**src/rtl/citadel_pkg.sv**
```systemverilog
// Shared definitions for the citadel key presenter and the Sentinel lock it talks to.
// Holds the state codes, the default key and the status-line polarity.
package citadel_pkg;

    localparam logic [7:0] KEY_VALUE_DEFAULT = 8'hB6;

    // Lock status line: a high level on the glow segment means the lock accepts the key.
    localparam logic STATUS_GLOW_ON = 1'b1;

    // IDLE and FAULT sit at the all-zero and all-one corners. Every active code has weight 4,
    // so it is 4 flips from both corners. Any two active codes share at most 2 set bits,
    // which keeps them at least 4 flips apart. A single upset therefore never turns one
    // legal state into another; it lands on an illegal code and is trapped into FAULT.
    typedef enum logic [7:0] {
        ST_IDLE    = 8'h00,
        ST_PRESENT = 8'h0F,
        ST_HOLD    = 8'h33,
        ST_GAP     = 8'h55,
        ST_GRANTED = 8'h96,
        ST_DENIED  = 8'hA5,
        ST_FAULT   = 8'hFF
    } state_t;

    function automatic logic state_is_legal(input logic [7:0] s);
        case (s)
            ST_IDLE, ST_PRESENT, ST_HOLD, ST_GAP,
            ST_GRANTED, ST_DENIED, ST_FAULT: return 1'b1;
            default:                         return 1'b0;
        endcase
    endfunction

endpackage

```
**src/rtl/citadel_sync2.sv**
```systemverilog
// Two-flop synchronizer for the asynchronous lock status line.
// It always runs; it is never gated by the power-state enable.
module citadel_sync2 (
    input  logic clk,
    input  logic rst_n,
    input  logic d,
    output logic q
);
    logic meta;

    always_ff @(posedge clk or negedge rst_n) begin
        if (!rst_n) begin
            meta <= 1'b0;
            q    <= 1'b0;
        end else begin
            meta <= d;
            q    <= meta;
        end
    end

endmodule

```
**src/rtl/citadel_key_presenter.sv**
```systemverilog
// Initiator side of the Sentinel lock: presents the key, waits for a stable glow,
// retries after timeouts or lost grants, and traps corrupted state codes into FAULT.
module citadel_key_presenter
    import citadel_pkg::*;
#(
    parameter logic [7:0] KEY_VALUE   = KEY_VALUE_DEFAULT,
    parameter int         ACK_TIMEOUT = 16,
    parameter int         HOLD_CYCLES = 4,
    parameter int         GAP_CYCLES  = 4,
    parameter int         MAX_RETRIES = 3
) (
    input  logic       clk,
    input  logic       rst_n,
    input  logic       ena,
    input  logic       start,
    input  logic       release_req,
    input  logic       abort,
    input  logic       lock_status,
    output logic [7:0] key_out,
    output logic       busy,
    output logic       granted,
    output logic       denied,
    output logic       fault,
    output logic [1:0] retry_count
);
    localparam int TW = (ACK_TIMEOUT > 1) ? $clog2(ACK_TIMEOUT) : 1;
    localparam int HW = (HOLD_CYCLES > 1) ? $clog2(HOLD_CYCLES) : 1;
    localparam int GW = (GAP_CYCLES > 1)  ? $clog2(GAP_CYCLES)  : 1;

    (* keep = "true" *) logic [7:0] state_reg;
    logic [TW-1:0] timer;
    logic [HW-1:0] hold_cnt;
    logic [GW-1:0] gap_cnt;
    logic          sync_status;

    citadel_sync2 u_sync (
        .clk   (clk),
        .rst_n (rst_n),
        .d     (lock_status),
        .q     (sync_status)
    );

    logic          glow;
    logic          timer_done;
    logic          hold_done;
    logic          gap_done;
    logic          retries_spent;
    logic [TW-1:0] timer_step;
    logic [7:0]    fail_state;

    assign glow          = (sync_status == STATUS_GLOW_ON);
    assign timer_done    = (timer == TW'(ACK_TIMEOUT - 1));
    assign hold_done     = (hold_cnt == HW'(HOLD_CYCLES - 1));
    assign gap_done      = (gap_cnt == GW'(GAP_CYCLES - 1));
    assign retries_spent = (retry_count == 2'(MAX_RETRIES));
    // Timer saturates so that entering HOLD on the last allowed cycle times out right after.
    assign timer_step    = timer_done ? timer : timer + TW'(1);
    assign fail_state    = retries_spent ? ST_DENIED : ST_GAP;

    always_ff @(posedge clk or negedge rst_n) begin
        if (!rst_n) begin
            state_reg   <= ST_IDLE;
            timer       <= '0;
            hold_cnt    <= '0;
            gap_cnt     <= '0;
            retry_count <= '0;
        end else if (ena) begin
            if (!state_is_legal(state_reg)) begin
                state_reg <= ST_FAULT;
            end else if (state_reg == ST_FAULT) begin
                state_reg <= ST_FAULT;
            end else if (abort && state_reg != ST_IDLE) begin
                state_reg   <= ST_IDLE;
                retry_count <= '0;
            end else if (release_req && state_reg == ST_GRANTED) begin
                state_reg   <= ST_IDLE;
                retry_count <= '0;
            end else if (start && (state_reg == ST_IDLE || state_reg == ST_DENIED)) begin
                state_reg   <= ST_PRESENT;
                timer       <= '0;
                retry_count <= '0;
            end else begin
                case (state_reg)
                    ST_PRESENT: begin
                        if (glow) begin
                            state_reg <= ST_HOLD;
                            hold_cnt  <= '0;
                            timer     <= timer_step;
                        end else if (timer_done) begin
                            state_reg <= fail_state;
                            if (!retries_spent) begin
                                retry_count <= retry_count + 2'd1;
                                gap_cnt     <= '0;
                            end
                        end else begin
                            timer <= timer_step;
                        end
                    end
                    ST_HOLD: begin
                        if (glow && hold_done) begin
                            state_reg <= ST_GRANTED;
                        end else if (timer_done) begin
                            state_reg <= fail_state;
                            if (!retries_spent) begin
                                retry_count <= retry_count + 2'd1;
                                gap_cnt     <= '0;
                            end
                        end else if (!glow) begin
                            state_reg <= ST_PRESENT;
                            timer     <= timer_step;
                        end else begin
                            hold_cnt <= hold_cnt + HW'(1);
                            timer    <= timer_step;
                        end
                    end
                    ST_GAP: begin
                        if (gap_done) begin
                            state_reg <= ST_PRESENT;
                            timer     <= '0;
                        end else begin
                            gap_cnt <= gap_cnt + GW'(1);
                        end
                    end
                    ST_GRANTED: begin
                        // Losing the glow after a grant counts as a failed attempt.
                        if (!glow) begin
                            state_reg <= fail_state;
                            if (!retries_spent) begin
                                retry_count <= retry_count + 2'd1;
                                gap_cnt     <= '0;
                            end
                        end
                    end
                    default: ;
                endcase
            end
        end
    end

    assign busy    = (state_reg == ST_PRESENT) || (state_reg == ST_HOLD) || (state_reg == ST_GAP);
    assign granted = (state_reg == ST_GRANTED);
    assign denied  = (state_reg == ST_DENIED);
    assign fault   = (state_reg == ST_FAULT);
    assign key_out = (ena && ((state_reg == ST_PRESENT) || (state_reg == ST_HOLD) ||
                              (state_reg == ST_GRANTED))) ? KEY_VALUE : 8'h00;

endmodule

```
**config.mk**
```make
export PLATFORM = sky130hd
export DESIGN_NAME = citadel_key_presenter
export DESIGN_NICKNAME = d
export VERILOG_FILES = /design/src/rtl/citadel_pkg.sv /design/src/rtl/citadel_sync2.sv /design/src/rtl/citadel_key_presenter.sv
export SDC_FILE = /design/constraint.sdc
export NUM_CORES = 1
export LEC_CHECK = 0
export BUFFER_PORTS_ARGS = -buffer_cell sky130_fd_sc_hd__buf_2
export CORE_UTILIZATION = 39
export CTS_CLUSTER_DIAMETER = 50
export DETAILED_ROUTE_END_ITERATION = 10
export PLACE_DENSITY_LB_ADDON = 0.2
export RECOVER_POWER = 100
export SLEW_MARGIN = 10
export SYNTH_ARGS = -nofsm -noshare
export SYNTH_HDL_FRONTEND = slang
export SYNTH_SLANG_ARGS = --single-unit
```
**constraint.sdc**
```tcl
create_clock -name clk -period 3.8 [get_ports clk]
set_input_delay 0.19 -clock clk [delete_from_list [all_inputs] [get_ports clk]]
set_output_delay 0.19 -clock clk [all_outputs]
set_load 0.03 [all_outputs]
```
### Word-level counts from Yosys, hierarchy flattened

Index checks and enable logic that the tools add are counted.

* register bits after elaboration: 20
* bits in latches: 0
* RAM bits: 0
* bits in read-only memories: 0
* bits of input ports: 7
* output and inout bits: 14
* logic and storage cells: 108
* memories kept: 0

* add/subtract/negate cells: 4
* multiply operators: 0
* divide/modulo/power cells: 0
* magnitude comparators: 0
* equal/unequal tests: 27
* shifts and indexed selects: 0
* multiplexer cells: 45
* bitwise gates (word level): 4
* reductions and logical operators: 21

Operators with widths (number)
* 8-bit 2-to-1 mux: 14
* 2-bit 2-to-1 mux: 18
* 8-bit case mux with 4 select lines: 1
* 8-bit equality test (second input constant): 3
* 4-bit 2-to-1 mux: 6
* 11-bit AND reduction: 2
* 5-bit inequality test (second input constant): 3
* 7-bit inequality test (second input constant): 2
* 4-bit case mux with 3 select lines: 1
* 2-bit inequality test (second input constant): 5
* 9-bit by 3-bit inequality test with 1-bit output (second input constant): 1
* 9-bit inequality test (second input constant): 1
* 8-bit by 4-bit equality test with 1-bit output (second input constant): 1
* 8-bit by 6-bit equality test with 1-bit output (second input constant): 1
* 8-bit by 7-bit equality test with 1-bit output (second input constant): 1
* 8-bit logical NOT: 1
* 8-bit by 7-bit inequality test with 1-bit output (second input constant): 1
* 2-bit case mux with 4 select lines: 1
* 8-bit AND reduction: 1
* 4-bit nonzero test: 2
* 8-bit nonzero test: 1
* 7-bit AND reduction: 1
* 7-bit OR reduction: 1
* 2-bit by 1-bit adder with 2-bit output (second input constant): 3
* 14 further kinds: 29

### Depth between registers and ports, before layout

Gate-level depths: netlist of run 1.

* depth after elaboration: 10
* depth in mapped cells: 8
* depth with buffers taken out: 7

### By module

From an unflattened synthesis of run 1, not the netlist that was laid out.

* cells, all modules: 170
* area, all modules: 1605.3 µm²

Modules (own cells, without submodules)
* citadel_key_presenter: instances 1, cells an instance 168, area each 1555.2 µm², sequential area each 450.4 µm²
* citadel_sync2: instances 1, cells an instance 2, area each 50.0 µm², sequential area each 50.0 µm²

### Worst setup path after synthesis of run 1

No wires, ideal clock.

* path kind: register to output
* start point: register state_reg[7]
* end point: output key_out[2]
* arrival time: 2.248 ns
* data required time: 3.610 ns
* setup slack: 1.362 ns
* cell stages (with the launch flop): 6
* path buffers: 2
* cells stage by stage: dfrtp_1 nand4bb_1 or4_1 buf_2 a31oi_1 buf_4

* cells in the longest elaborated chain, start to end: 5
* elaborated cells on any way between the ends: 7
* classes of those cells: eq/ne (3); mux (1); reduce/logical (3)

RTL lines
* start, declared: RTL line citadel_key_presenter.sv:30 `(* keep = "true" *) logic [7:0] state_reg;`
* start signal, assigned: RTL line citadel_key_presenter.sv:90 `state_reg <= fail_state;`
* start signal, assigned: RTL line citadel_key_presenter.sv:103 `state_reg <= fail_state;`
* start signal, assigned: RTL line citadel_key_presenter.sv:127 `state_reg <= fail_state;`
* 8-bit by 4-bit equality test with 1-bit output / 8-bit by 6-bit equality test with 1-bit output (equally long branches): RTL line citadel_key_presenter.sv:144 `assign key_out = (ena && ((state_reg == ST_PRESENT) || (state_reg == ST_HOLD) ||`
* 1-bit logical OR: RTL line citadel_key_presenter.sv:144
* 1-bit logical OR (*): RTL line citadel_key_presenter.sv:144
* 1-bit logical AND (*): RTL line citadel_key_presenter.sv:144
* 8-bit 2-to-1 mux (*): RTL line citadel_key_presenter.sv:145 `(state_reg == ST_GRANTED))) ? KEY_VALUE : 8'h00;`
* end, declared: RTL line citadel_key_presenter.sv:19 `output logic [7:0] key_out,`

Every way passes the cells marked *; elsewhere a longest branch is shown, timed or not.

### Final worst setup path of run 1

* start point: register state_reg[7]
* end point: register retry_count[1]

* cells in the longest elaborated chain, start to end: 6
* elaborated cells on any way between the ends: 25
* classes of those cells: eq/ne (9); mux (6); bitwise (1); reduce/logical (9)

RTL lines
* branches (longest 6 deep; another with 8-bit equality test)
* end signal, assigned: RTL line citadel_key_presenter.sv:92 `retry_count <= retry_count + 2'd1;`
* end signal, assigned: RTL line citadel_key_presenter.sv:105 `retry_count <= retry_count + 2'd1;`
* end signal, assigned: RTL line citadel_key_presenter.sv:129 `retry_count <= retry_count + 2'd1;`
* end, declared: RTL line citadel_key_presenter.sv:24 `output logic [1:0] retry_count`

Several ways; the timed one is not identified. The select of a mux whose other input is x is not followed.
A chain may end at the register's enable or synchronous reset.

==> impl_metrics.yaml, run 1 <==
run_status:
  status: "completed"
die:
  die_y_um: 66.4
  core_area_um2: 4000
  die_width_um: 66.4
  die_area_um2: 4410
  start_util_pct: 40.5
  row_count: 23
  io_pins: 21
worst_setup_path:
  r2r_cells: 6
  cp.buffers_inverters: 0
  slowest_stage: "nor4_1"
  cp_cell_sequence: "nand4bb_1, nor4_1, o21ai_0, a211o_1, or4_1, o22ai_1"
  path_delay_family: "simple AND/OR/NAND/NOR gates"
  endpoint: "retry_count[1]"
  worstPathRequired_ns: 3.99
  start_kind: "flip-flop"
  r2r_start: "state_reg[7]"
  rrSetupSlack_ns: 0.94
  end_kind: "flip-flop"
  slowest_delay_ns: 0.93
  critPathMaxFanout: 7
  regToRegEndpoint: "retry_count[1]"
  path_class: "flip-flop to flip-flop"
  crit_path_start: "state_reg[7]"
  crit_cells: 6
  worstPathArrival_ns: 3.05
layout:
  syn2layout_area_growth_pct: 5.87
  num-nets-final: 201
  antenna_cells: 0
  drive_gt1_share_pct: 16.4
  largest_reg_flops: 8
logic_synthesis:
  yosys.area_share.xor_xnor_pct: 0
  synth_top_family_by_area: "compound AO/OA/AOI/OAI gates"
  synth_most_common_cell: "dfrtp_1"
  ys_types: 62
  synth-seq-area-share_pct: 30.9
  synth.mux.area_fraction_pct: 3.32
  yosys_warnings: 0
  avgSynthCellArea_um2: 9.20
  synth_ff_type: "dfrtp_1"
  synth.area.top_cells: "dfrtp_1 (31%), a31oi_1 (3.5%), o21ai_0 (3.4%)"
  synth_edf_count: 0
  syn_inst: 176
  synthAdderAreaFrac_pct: 3.09
  yosysTopAreaCell: "dfrtp_1"
  synth_commonest_cells: "dfrtp_1 (20), inv_1 (14), nand2_1 (12), o21ai_0 (11)"
  syn-cell-area_um2: 1620
  async_flop_share_pct: 100
  ys_ff_latch: 20
  yosys.area_share.simple_pct: 24.9
  synth_top_area_share_pct: 30.9
  synth_compound_area_share_pct: 28.7
timing:
  relSlewSlack_pct: 18.9
  fmax_ghz: 0.349
  setup_ws_ns: 0.936
  worstMarginPinSlew_ns: 1.21
  finalSetupViolations: 0
  period_share_pct: 75.4
  fin_setup_tns_ns: 0
  rsz0062_at_grt: "no"
  hold_viol: 0
  skew_ns: 0.00747
  slew_violations: 0
  period_needed_ns: 2.86
power:
  power.internal_w: 0.000324
  swShare_pct: 26.7
  power_frac_comb_pct: 10.2
  irDropWorstVdd_uv: 122
  p_switching_w: 0.000118
  clkPwrFrac_pct: 38.3
  leakagePower_nw: 0.737
  p_seq_share_pct: 51.5
  power_density_nw_per_um2: 258
clock_tree:
  clkSlewWorstSetupHoldPaths_ns: 0.08
  cts.sinks: 20
  cts_tree: "built"
  clkLatencyLatePin_ns: 0.27
  cts_buffers: 3
  h-tree-depth: 1
  post-cts-setup-buffers: 0
  cts_hold_buf: 1
  post_cts_resized: 0
  clockBufferDepth: 2
  cts-root-buf: "clkbuf_8"
drt:
  dr.pass1.iters: 4
  drt_iter0_drc: 75
  ant_nets: 0
  num_vias: 1417
  drc: 0
  wl_per_cell_um: 16.2
  drt_wl_total_um: 3880
  viasPerCell: 5.93
placed_design:
  gp_congestion: 0.889
  port-buffer-count: 17
  dp.final_hpwl_um: 3020
  pre_cts_slack_ns: 1.32
grt:
  grt_pass1_wl_um: 6370
  grt_pass1_vias: 1337
  grtUsageTotal_pct: 19.2
  antenna_found_initial: 0
  overflow: 0
  grt_max_degree: 21
run:
  maxCapViolations: 0
hold_path:
  holdPathStages: 1
  hp-class: "input port to flip-flop"
-- worst min-delay path by stage --
stage,slack [ns],startpoint,to
3_3_place_gp,0.17,rst_n,state_reg[2]
4_1_cts,0.02,lock_status,u_sync.meta
5_1_grt,0.01,lock_status,u_sync.meta
6_report,0.03,lock_status,u_sync.meta
2_1_floorplan,-0.11,rst_n,gap_cnt[0]
3_5_place_dp,0.17,rst_n,state_reg[5]
-- logic make-up (layout without fill, tap and decap cells) --
family                   count (synthesis)  count (layout)
adder cells (fa/ha/maj)                  4               4
other                                    1               3
AO/OA/AOI/OAI                           62              62
buffers and inverters                   26              37
AND/OR/NAND/NOR                         58              58
multiplexers                             5               5
flip-flops                              20              20
-- power groups by stage --
stage | logic (W) | clock network, W | registers [W]
finish | 0.0000453 | 0.000169 | 0.000228
global route | 0.0000504 | 0.000182 | 0.000228
CTS | 0.0000469 | 0.000173 | 0.000227
detailed placement | 0.0000460 | 0 | 0.000232
global placement | 0.0000462 | 0 | 0.000231
floorplan | 0.0000368 | 0 | 0.000228
-- through the flow --
step | cells | total power (W) | hold slack (ns) | utilization (%) | instance area, um^2
floorplan | 178 | 0.000265 | -0.106 | - | 1630
detailed placement | 234 | 0.000277 | 0.166 | 42.3 | 1690
global route | 239 | 0.000461 | 0.0138 | 42.9 | 1710
CTS | 239 | 0.000448 | 0.0211 | 43.9 | 1760
global placement | 234 | 0.000277 | 0.169 | 42.3 | 1690
finish | 239 | 0.000442 | 0.0265 | 42.9 | 1710
-- metal layers --
| layer | GRT usage [%] | vias up | part of all wire (%) |
|---|---|---|---|
| li1 | - | 690 | - |
| met1 | 25.1 | 691 | 45 |
| met2 | 32.0 | 29 | 50 |
| met3 | 2.59 | 7 | 3.6 |
| met4 | 6.91 | 0 | 1.8 |
| met5 | 0 | - | 0 |
-- cell usage in the layout (no fill, tap or decap), types with 2 or more instances in the layout --
cell	instances
o211ai_1	6
nand3_1	5
o21a_1	4
nand4_1	5
a31oi_1	9
or4_1	3
conb_1	3
a21boi_0	2
nor2_1	9
nor3_1	3
clkbuf_8	4
and3_1	2
o221ai_1	3
a21oi_1	7
clkbuf_1	10
buf_2	7
o22ai_1	3
and4bb_2	2
o21ai_0	11
mux2i_1	2
inv_1	14
dfrtp_1	20
nor4_1	2
and4bb_1	2
mux2_2	3
o31ai_1	2
ha_1	4
nand2_1	13
-- layout make-up --
class | count | area, um^2
well taps | 50 | 62.6
inverters | 15 | 58.8
fillers | 416 | 2290
multi-input cells | 132 | 955
clock buffers | 4 | 55.1
repair buffers | 18 | 82.6
flip-flops and latches | 20 | 500
No activity file was read; power rests on OpenSTA's default activity.
==> run 2: changes to the inputs <==
==> constraint.sdc (replaced) <==
create_clock -name clk -period 2.48 [get_ports clk]
set_input_delay 0.124 -clock clk [delete_from_list [all_inputs] [get_ports clk]]
set_output_delay 0.124 -clock clk [all_outputs]
set_load 0.03 [all_outputs]
==> run 2 against run 1 <==
Net effect: largest cell class unchanged; routed wire length did not move; non-clock buffer count rose by 6; highest routed layer unchanged; critical path depth did not move; core utilization rose by 2.8 points; critical endpoint unchanged; worst setup slack got worse by 0.82 ns; die area did not move; global-route usage fell by 0.42 points; count of clock-buffer cells in the layout fell by 1; fmax rose by 21%; critical path type unchanged; clock skew fell by 0.0052 ns; first-iteration DRC count rose by 85%.
==> impl_metrics.yaml, run 2 (synthesis gave the netlist of run 1 again) <==
run_status:
  status: "completed"
layout:
  ff_latch_area_um2: 500
  syn2layout_area_growth_pct: 12.8
  antenna_cells: 0
  nFillCells: 396
  mostFrequentLayoutCell: "dfrtp_1"
  largest_reg_flops: 8
  final_cell_mix: "dfrtp_1 (20), inv_1 (14), nand2_1 (12)"
  drive_gt1_share_pct: 24.1
  multi_input_area_um2: 998
  num-nets-final: 207
worst_setup_path:
  critPathMaxFanout: 9
  end_kind: "flip-flop"
  path_class: "flip-flop to flip-flop"
  worstPathRequired_ns: 2.66
  start_kind: "flip-flop"
  worstPathArrival_ns: 2.55
timing:
  fin_setup_tns_ns: 0
  period_share_pct: 95.3
  worstMarginPinSlew_ns: 1.09
  fmax_ghz: 0.423
  slew_violations: 0
  hold_viol: 0
  holdWs_ns: 0.293
  skew_ns: 0.00225
  finalSetupViolations: 0
  relSlewSlack_pct: 27.5
  rsz0062_at_grt: "no"
  period_needed_ns: 2.36
grt:
  grt_pass1_wl_um: 6380
  antenna_found_initial: 0
  grt_pass1_vias: 1379
  grt_max_degree: 21
  overflow: 0
  grtUsageTotal_pct: 18.8
placed_design:
  dp.final_hpwl_um: 3030
  port-buffer-count: 17
  gp_congestion: 0.866
drt:
  viasPerCell: 5.86
  drc: 0
  dr.pass1.iters: 4
  wl_per_cell_um: 15.8
  num_vias: 1435
  drt_iter0_drc: 139
  ant_nets: 0
  drt_wl_total_um: 3880
power:
  leakagePower_nw: 0.821
  irDropWorstVdd_uv: 217
  power_density_nw_per_um2: 409
die:
  start_util_pct: 40.5
  core_area_um2: 4000
  die_area_um2: 4410
  row_count: 23
  die_width_um: 66.4
  die_y_um: 66.4
  io_pins: 21
clock_tree:
  clockBufferDepth: 2
  cts-root-buf: "clkbuf_8"
  h-tree-depth: 1
  clkSlewWorstSetupHoldPaths_ns: 0.08
  cts.sinks: 20
  clkLatencyLatePin_ns: 0.26
  cts_buffers: 3
  cts_tree: "built"
hold_path:
  hp-class: "input port to flip-flop"
run:
  maxCapViolations: 0
run 2: area by class of cell:
| cell class | count | area share [%] |
|---|---|---|
| multi-input cells | 132 | 54.7 |
| flip-flops and latches | 20 | 27.4 |
| repair buffers | 24 | 7.40 |
| well taps | 50 | 3.42 |
| inverters | 15 | 3.22 |
| clock buffers | 3 | 2.26 |
| clock inverters | 1 | 1.64 |
run 2: per-stage QoR:
stage	setup WS (ns)	cell area, um^2	total power (W)	cells	util (%)
final	0.117	1830	0.000748	245	45.7
after global routing	0.0146	1830	0.000779	245	45.7
after CTS	0.0681	1810	0.000758	244	45.3
after detailed placement	0.0877	1720	0.000425	238	43.0
after global placement	0.100	1720	0.000424	238	43.0
after floorplan	0.108	1630	0.000406	178	-
run 2: power by group:
group	leakage, nW	switching [W]	internal [W]
sequential	0.212	0.0000154	0.000333
combinational	0.573	0.0000491	0.0000247
clock	0.0357	0.000111	0.000215
total	0.821	0.000175	0.000573
run 2: final timing paths:
| check | end | slack (ns) | cells after the start | startpoint |
|---|---|---|---|---|
| max in group asynchronous | timer[3] | 1.25 | 2 | rst_n |
| min in group asynchronous | state_reg[0] | 0.59 | 2 | rst_n |
| worst min register to register | u_sync.q | 0.35 | 0 | u_sync.meta |
| worst max register to register | retry_count[1] | 0.12 | 6 | state_reg[0] |
| worst max-delay path | retry_count[1] | 0.12 | 6 | state_reg[0] |
| worst min-delay path | retry_count[0] | 0.29 | 4 | ena |
run 2: critical path, stage by stage, from the launching register on:
cell and delay [ns]:
dfrtp_1 0.55, nand4_1 0.12, or4_1 0.47, a21oi_2 0.37
o21ai_2 0.13, or4_1 0.51, o22ai_1 0.14
run 2: timing repair:
item                                    CTS  global route
gates resized for setup                   0             4
endpoints found under the setup margin    0            16
setup buffers                             0             1
endpoints found under the hold margin    21             0
hold buffers                              2             0
run 2: per-layer routing:
metal	global-route usage (%)	share of wire [%]	vias up	wire, um
li1	-	-	704	-
met1	26.6	46	683	1770
met2	30.6	50	44	1930
met3	2.07	4.0	4	155
met4	3.72	0.59	0	23
met5	0	0	-	0
==> run 3: changes to the inputs <==
==> constraint.sdc (replaced) <==
create_clock -name clk -period 2.47 [get_ports clk]
set_input_delay 0.1235 -clock clk [delete_from_list [all_inputs] [get_ports clk]]
set_output_delay 0.1235 -clock clk [all_outputs]
set_load 0.03 [all_outputs]
==> run 3 against run 2 <==
Net effect: clock power hardly changed; power is 0.65% higher; highest routed layer unchanged; combinational power is 0.7% higher; core utilization is 0.094 points higher; final cell count stayed put; critical path depth stayed put; non-clock buffer count stayed put; global-route usage stayed put.
==> impl_metrics.yaml, run 3 (synthesis gave the netlist of run 1 again) <==
layout:
  final_cell_mix: "dfrtp_1 (20), inv_1 (14), nand2_1 (12)"
  antenna_cells: 0
  mostFrequentLayoutCell: "dfrtp_1"
  num-nets-final: 207
  drive_gt1_share_pct: 24.6
  largest_reg_flops: 8
  fin_area_um2: 1830
  syn2layout_area_growth_pct: 13.1
  nFillCells: 394
clock_tree:
  cts.sinks: 20
  h-tree-depth: 1
  cts_buffers: 3
  cts-root-buf: "clkbuf_8"
  clockBufferDepth: 2
  clkSlewWorstSetupHoldPaths_ns: 0.08
  cts_tree: "built"
  clkLatencyLatePin_ns: 0.26
placed_design:
  gp_congestion: 0.866
  port-buffer-count: 17
  dp.final_hpwl_um: 3030
  dpl_cell_area_um2: 1720
timing:
  fmax_ghz: 0.425
  hold_viol: 0
  finalSetupViolations: 0
  period_share_pct: 95.2
  fin_setup_tns_ns: 0
  relSlewSlack_pct: 27.2
  slew_violations: 0
  rsz0062_at_grt: "no"
  worstMarginPinSlew_ns: 1.09
  skew_ns: 0.00223
  period_needed_ns: 2.35
grt:
  met3_usage_pct: 2.07
  antenna_found_initial: 0
  grt_pass1_vias: 1379
  grtUsageMet1_pct: 26.6
  top_usage_layer: "met2"
  grt_max_degree: 21
  grt_pass1_wl_um: 6380
  use_met2_pct: 30.6
  grtUsageTotal_pct: 18.8
  overflow: 0
die:
  core_area_um2: 4000
  row_count: 23
  die_y_um: 66.4
  start_util_pct: 40.5
  die_area_um2: 4410
  die_width_um: 66.4
  io_pins: 21
worst_setup_path:
  worstPathRequired_ns: 2.66
  critPathMaxFanout: 9
  slowest_stage: "dfrtp_1"
  end_kind: "flip-flop"
  worstPathArrival_ns: 2.54
  path_class: "flip-flop to flip-flop"
  slowest_delay_ns: 0.55
  cp_cell_sequence: "nand4_1, or4_1, a21oi_2, o21ai_2, or4_4, o22ai_1"
  start_kind: "flip-flop"
power:
  power_density_nw_per_um2: 411
  leakagePower_nw: 0.823
  irDropWorstVdd_uv: 218
  fin_total_pwr_w: 0.000753
drt:
  num_vias: 1434
  ant_nets: 0
  drc: 0
  viasPerCell: 5.85
  drt_iter0_drc: 138
  wl_per_cell_um: 15.8
  drt_wl_total_um: 3880
  dr.pass1.iters: 4
run:
  maxCapViolations: 0
hold_path:
  hp-class: "input port to flip-flop"
run_status:
  status: "completed"
[run 3: routing by layer]
metal / wire length (um) / vias up / share of wire (%)
met4: 40 / 0 / 1.0
li1: - / 701 / -
met3: 133 / 7 / 3.4
met2: 1930 / 32 / 50
met5: 0 / - / 0
met1: 1780 / 694 / 46
[run 3: worst paths after layout]
kind                                  end  cells after the start    startpoint  slack (ns)
max                        retry_count[1]                      6  state_reg[0]        0.12
min                        retry_count[0]                      4           ena        0.28
max reg2reg                retry_count[1]                      6  state_reg[0]        0.12
min reg2reg                      u_sync.q                      0   u_sync.meta        0.35
max in group asynchronous        timer[3]                      2         rst_n        1.23
min in group asynchronous    state_reg[0]                      2         rst_n        0.58
[run 3: area by class of cell]
| type | count | area (um^2) | share of cell area, % |
|---|---|---|---|
| clock buffers | 3 | 41.3 | 2.26 |
| clock inverters | 1 | 30.0 | 1.64 |
| inverters | 15 | 58.8 | 3.21 |
| multi-input cells | 132 | 1000 | 54.8 |
| flip-flops and latches | 20 | 500 | 27.3 |
| well taps | 50 | 62.6 | 3.42 |
| repair buffers | 24 | 135 | 7.38 |
[run 3: through the flow]
stage          util, %  hold slack, ns  worst slack [ns]  instances
3_5_place_dp      43.0           0.102            0.0777        238
5_1_grt           45.8           0.295            0.0158        245
4_1_cts           45.3           0.282            0.0581        244
2_1_floorplan        -          -0.172            0.0988        178
3_3_place_gp      43.0          0.0983            0.0902        238
6_report          45.8           0.284             0.119        245
[run 3: what timing repair did]
| item | 4_1_cts | 5_1_grt |
|---|---|---|
| hold buffers | 2 | 0 |
| resized for setup | 0 | 4 |
| hold endpoints to repair | 21 | 0 |
| buffers inserted | 0 | 1 |
| setup endpoints to repair | 0 | 16 |
[run 3: critical path, delay by kind of cell (launching register included)]
kind	cells	cell delay, ns
AO/OA/AOI/OAI	3	0.64
flip-flops	1	0.55
AND/OR/NAND/NOR	3	1.08
[run 3: report_power, final]
| part | internal [W] | switching [W] |
|---|---|---|
| clock network | 0.000216 | 0.000113 |
| logic | 0.0000248 | 0.0000494 |
| registers | 0.000334 | 0.0000154 |
